--- src/rtl/pipe_stage_reg.sv ---
// Parametrised pipeline stage register: DEPTH slots with valid/ready backpressure,
// bubble collapsing and synchronous flush. Define PIPE_STAGE_REG_DATA_CLR_EN to reset/clear data.
module pipe_stage_reg #(
    parameter int DATA_W = 71,
    parameter int DEPTH  = 1,
    parameter int CNT_W  = $clog2(DEPTH + 1)
) (
    input  logic              clk_i,
    input  logic              rst_i,
    input  logic              flush_i,
    input  logic              in_valid_i,
    output logic              in_ready_o,
    input  logic [DATA_W-1:0] in_data_i,
    output logic              out_valid_o,
    input  logic              out_ready_i,
    output logic [DATA_W-1:0] out_data_o,
    output logic [CNT_W-1:0]  occupancy_o
);

    logic [DEPTH-1:0]  v_q;
    logic [DEPTH-1:0]  v_d;
    logic [DATA_W-1:0] d_q [DEPTH];
    logic [DATA_W-1:0] d_d [DEPTH];
    logic [DEPTH-1:0]  rdy_s;
    logic              rdy_acc_s;
    logic [DEPTH:0]    chain_v_s;
    logic [DATA_W-1:0] chain_d_s [DEPTH+1];
    logic [CNT_W-1:0]  occ_s;

    // Ready chain: a slot may load when it, or any slot downstream of it, is free
    always_comb begin
        rdy_acc_s = out_ready_i;
        for (int k = DEPTH - 1; k >= 0; k--) begin
            rdy_acc_s = rdy_acc_s | ~v_q[k];
            rdy_s[k]  = rdy_acc_s;
        end
    end

    assign in_ready_o = rdy_s[0] & ~flush_i;

    // Predecessor view: entry k feeds slot k, entry DEPTH is the output slot itself
    always_comb begin
        chain_v_s    = {v_q, in_valid_i};
        chain_d_s[0] = in_data_i;
        for (int k = 0; k < DEPTH; k++) begin
            chain_d_s[k+1] = d_q[k];
        end
    end

    // Next-state valid bits; flush wins over any load
    always_comb begin
        v_d = v_q;
        for (int k = 0; k < DEPTH; k++) begin
            if (flush_i) begin
                v_d[k] = 1'b0;
            end else if (rdy_s[k]) begin
                v_d[k] = chain_v_s[k];
            end else begin
                v_d[k] = v_q[k];
            end
        end
    end

    // Next-state data words
    always_comb begin
        for (int k = 0; k < DEPTH; k++) begin
            d_d[k] = d_q[k];
`ifdef PIPE_STAGE_REG_DATA_CLR_EN
            if (flush_i) begin
                d_d[k] = {DATA_W{1'b0}};
            end else if (rdy_s[k]) begin
                d_d[k] = chain_v_s[k] ? chain_d_s[k] : {DATA_W{1'b0}};
            end else begin
                d_d[k] = d_q[k];
            end
`else
            // Data only moves with a valid word, saving toggles on bubbles
            if (rdy_s[k] && chain_v_s[k]) begin
                d_d[k] = chain_d_s[k];
            end else begin
                d_d[k] = d_q[k];
            end
`endif
        end
    end

    // Valid bit register
    always_ff @(posedge clk_i or posedge rst_i) begin
        if (rst_i) begin
            v_q <= {DEPTH{1'b0}};
        end else begin
            v_q <= v_d;
        end
    end

`ifdef PIPE_STAGE_REG_DATA_CLR_EN
    // Data register with reset
    always_ff @(posedge clk_i or posedge rst_i) begin
        if (rst_i) begin
            for (int k = 0; k < DEPTH; k++) begin
                d_q[k] <= {DATA_W{1'b0}};
            end
        end else begin
            d_q <= d_d;
        end
    end
`else
    // Data register without reset
    always_ff @(posedge clk_i) begin
        d_q <= d_d;
    end
`endif

    // Occupancy is a popcount of the registered valid bits
    always_comb begin
        occ_s = {CNT_W{1'b0}};
        for (int k = 0; k < DEPTH; k++) begin
            occ_s = occ_s + CNT_W'(chain_v_s[k+1]);
        end
    end

    assign occupancy_o = occ_s;
    assign out_valid_o = chain_v_s[DEPTH];
    assign out_data_o  = chain_d_s[DEPTH];

endmodule

--- config.mk ---
export PLATFORM = sky130hd
export DESIGN_NAME = pipe_stage_reg
export DESIGN_NICKNAME = d
export VERILOG_FILES = /design/src/rtl/pipe_stage_reg.sv
export SDC_FILE = /design/constraint.sdc
export NUM_CORES = 1
export LEC_CHECK = 0
export ABC_AREA = 0
export BUFFER_PORTS_ARGS = -buffer_cell sky130_fd_sc_hd__buf_2
export CAP_MARGIN = 15
export CORE_MARGIN = 8
export CORE_UTILIZATION = 30
export DETAILED_ROUTE_END_ITERATION = 16
export GPL_ROUTABILITY_DRIVEN = 0
export HOLD_SLACK_MARGIN = 0.1
export PLACE_DENSITY = 0.64
export SETUP_SLACK_MARGIN = 0.5
export SYNTH_ARGS = -nofsm -noshare
export SYNTH_HDL_FRONTEND = slang
export SYNTH_SLANG_ARGS = --single-unit
--- constraint.sdc ---
create_clock -name clk_i -period 9.3 [get_ports clk_i]
set_input_delay 1.86 -clock clk_i [delete_from_list [all_inputs] [get_ports clk_i]]
set_output_delay 1.86 -clock clk_i [all_outputs]
set_load 0.1 [all_outputs]
==> qor.yml <==
arrival_ns: 2.58
dieArea_um2: 10300
grt_pass1_vias: 1572
antenna_left: 0
die_h_um: 102
finalCritPeriodShare: 0.478
synth_compound_area_frac: 0.00853
numCtsBuffers: 9
rows: 31
worst_slew_pin_slew_ns: 0.856
rsz0062_at_grt: "no"
min_path_cells: 2
port_buffers: 149
synth_xor_area_frac: 0
multi_input_area_um2: 36.3
r2r-end: "out_data_o[0]"
synthAdderAreaFrac: 0
drive_gt1_frac: 0.672
clock_path_buffers: 2
finalMaxSlewViolations: 0
rr_startpoint: "out_valid_o"
postCtsSetupRepairBufs: 0
initial_utilization: 0.307
antenna_found_initial: 4
setup_violations: 0
syn_nets: 156
switching_power_uw: 265
fin_nets: 316
drtIter0Drc: 59
fmax_mhz: 225
cts-root-buf: "clkbuf_8"
avgViaCountPerCell: 4.08
yosysUniqueCellTypes: 7
grt.overflow.total: 0
hold_viol: 0
worst_skew_pair.late_latency_ns: 0.32
final_util: 0.455
first_pass_iters: 4
ff2ff_path_depth: 2
clkPwrFrac: 0.287
grt_pass1_wl_um: 7980
synth-seq-area-share: 0.980
synth_simple_gate_area_frac: 0.00284
fin_crit_ns: 4.44
design.core.area_um2: 7180
leakage_nw: 1.40
maxCapViolations: 0
htree_levels: 3
fin_tns_setup_ns: 0
synthesis.area_um2: 2200
area_growth_pct: 48.2
fin_skew_ns: 0.00673
ys_ff_latch: 72
worstSetupPathType: "in2out"
pwr-share-seq: 0.486
top_layer_used: "met5"
peakVddDrop_uv: 104
wl_per_cell_um: 16.3
crit_required_ns: 7.44
seq_area_um2: 2160
ctsResizeCount: 0
p_int_uw: 524
synthCells: 80
die_w_um: 102
power_frac_comb: 0.227
total_power_uw: 789
wl_met2_um: 2830
wl_um: 5600
critPathMaxFanout: 2
synth_top_family_by_area: "compound AO/OA/AOI/OAI gates"
final_common_cell: "buf_2"
outcome: "completed"
route.met3.wl_um: 846
drc: 0
grt_max_degree: 72
p_per_area_nw_per_um2: 242
final_cell_mix: "buf_2, edfxtp_1, clkbuf_8, inv_1, clkbuf_1"
switching_share: 0.335
cp-end-kind: "output port"
ff2ff_setup_slack_ns: 7.62
min_path_type: "reg2reg"
min_to: "out_valid_o"
num_vias: 1402
relSlewSlack: 0.429
path_clk_slew_ns: 0.07
hold_buffers: 0
clock-sinks: 72
io_pins: 150
muxShareOfSynthArea: 0
cts_tree: "built"
avgSynthCellArea_um2: 27.5
min_from: "out_valid_o"
grt.total_usage: 0.107
filler_cell_count: 647
synth.yosys.warnings: 0
drt-met1-wl_um: 1850
start_kind: "input pin"
## power by group through the flow
stage                     sequential, mW  clock (mW)  combinational, mW
after detailed placement           0.391           0              0.181
after CTS                          0.384       0.237              0.181
after global routing               0.386       0.250              0.184
final                              0.384       0.226              0.179
after global placement             0.390           0              0.180
after floorplan                    0.526           0             0.0111
## flip-flops by register name (all words and copies together) (netlist names)
name         count
out_data_o      71
out_valid_o      1
## layer usage
metal | global-route usage | up-vias
li1 | - | 634
met1 | 0.0963 | 665
met2 | 0.175 | 89
met3 | 0.0852 | 8
met4 | 0.0412 | 6
met5 | 0 | -
## synth_stat cells, drive strengths merged
| master | count | area share |
|---|---|---|
| inv | 3 | 0.0051 |
| dfrtp | 1 | 0.011 |
| a21oi | 3 | 0.0085 |
| buf | 1 | 0.0034 |
| nand2b | 1 | 0.0028 |
| edfxtp | 71 | 0.97 |
## cells by family (layout without fill, tap and decap cells)
logic type	count (synthesis)	in the layout
AO/OA/AOI/OAI	3	3
buffers and inverters	4	168
flip-flops	72	72
other	0	1
AND/OR/NAND/NOR	1	1
## area by class of cell
class / count / area share
antenna: 1 / 0.000767
multi-input combinational: 4 / 0.0111
clock buffer: 11 / 0.0403
clock inverter: 4 / 0.0142
inverter: 3 / 0.00345
timing repair buffer: 150 / 0.231
sequential: 72 / 0.661
tap: 99 / 0.0380
## metrics by stage
| step | setup WS, ns | std cells | hold WS (ns) | area [µm²] |
|---|---|---|---|---|
| after global routing | 4.82 | 344 | 0.696 | 3260 |
| final | 4.86 | 344 | 0.659 | 3260 |
| after detailed placement | 4.85 | 328 | 0.646 | 3080 |
| after floorplan | 3.41 | 80 | 1.06 | 2200 |
| after CTS | 4.85 | 343 | 0.660 | 3260 |
| after global placement | 4.87 | 328 | 0.628 | 3080 |
## how the worst max path moves through the flow
stage                 from       endpoint  depth (start not counted)
5_1_grt        out_ready_i     in_ready_o                          4
6_report       out_ready_i     in_ready_o                          4
2_1_floorplan  out_ready_i  out_data_o[0]                          2
4_1_cts        out_ready_i     in_ready_o                          4
3_5_place_dp   out_ready_i     in_ready_o                          4
3_3_place_gp   out_ready_i     in_ready_o                          4
## worst max-delay path, cell delays in order
cell     delay [ns]
buf_2          0.08
inv_1          0.07
a21oi_1        0.14
buf_2          0.43
No activity file was read; power rests on OpenSTA's default activity.
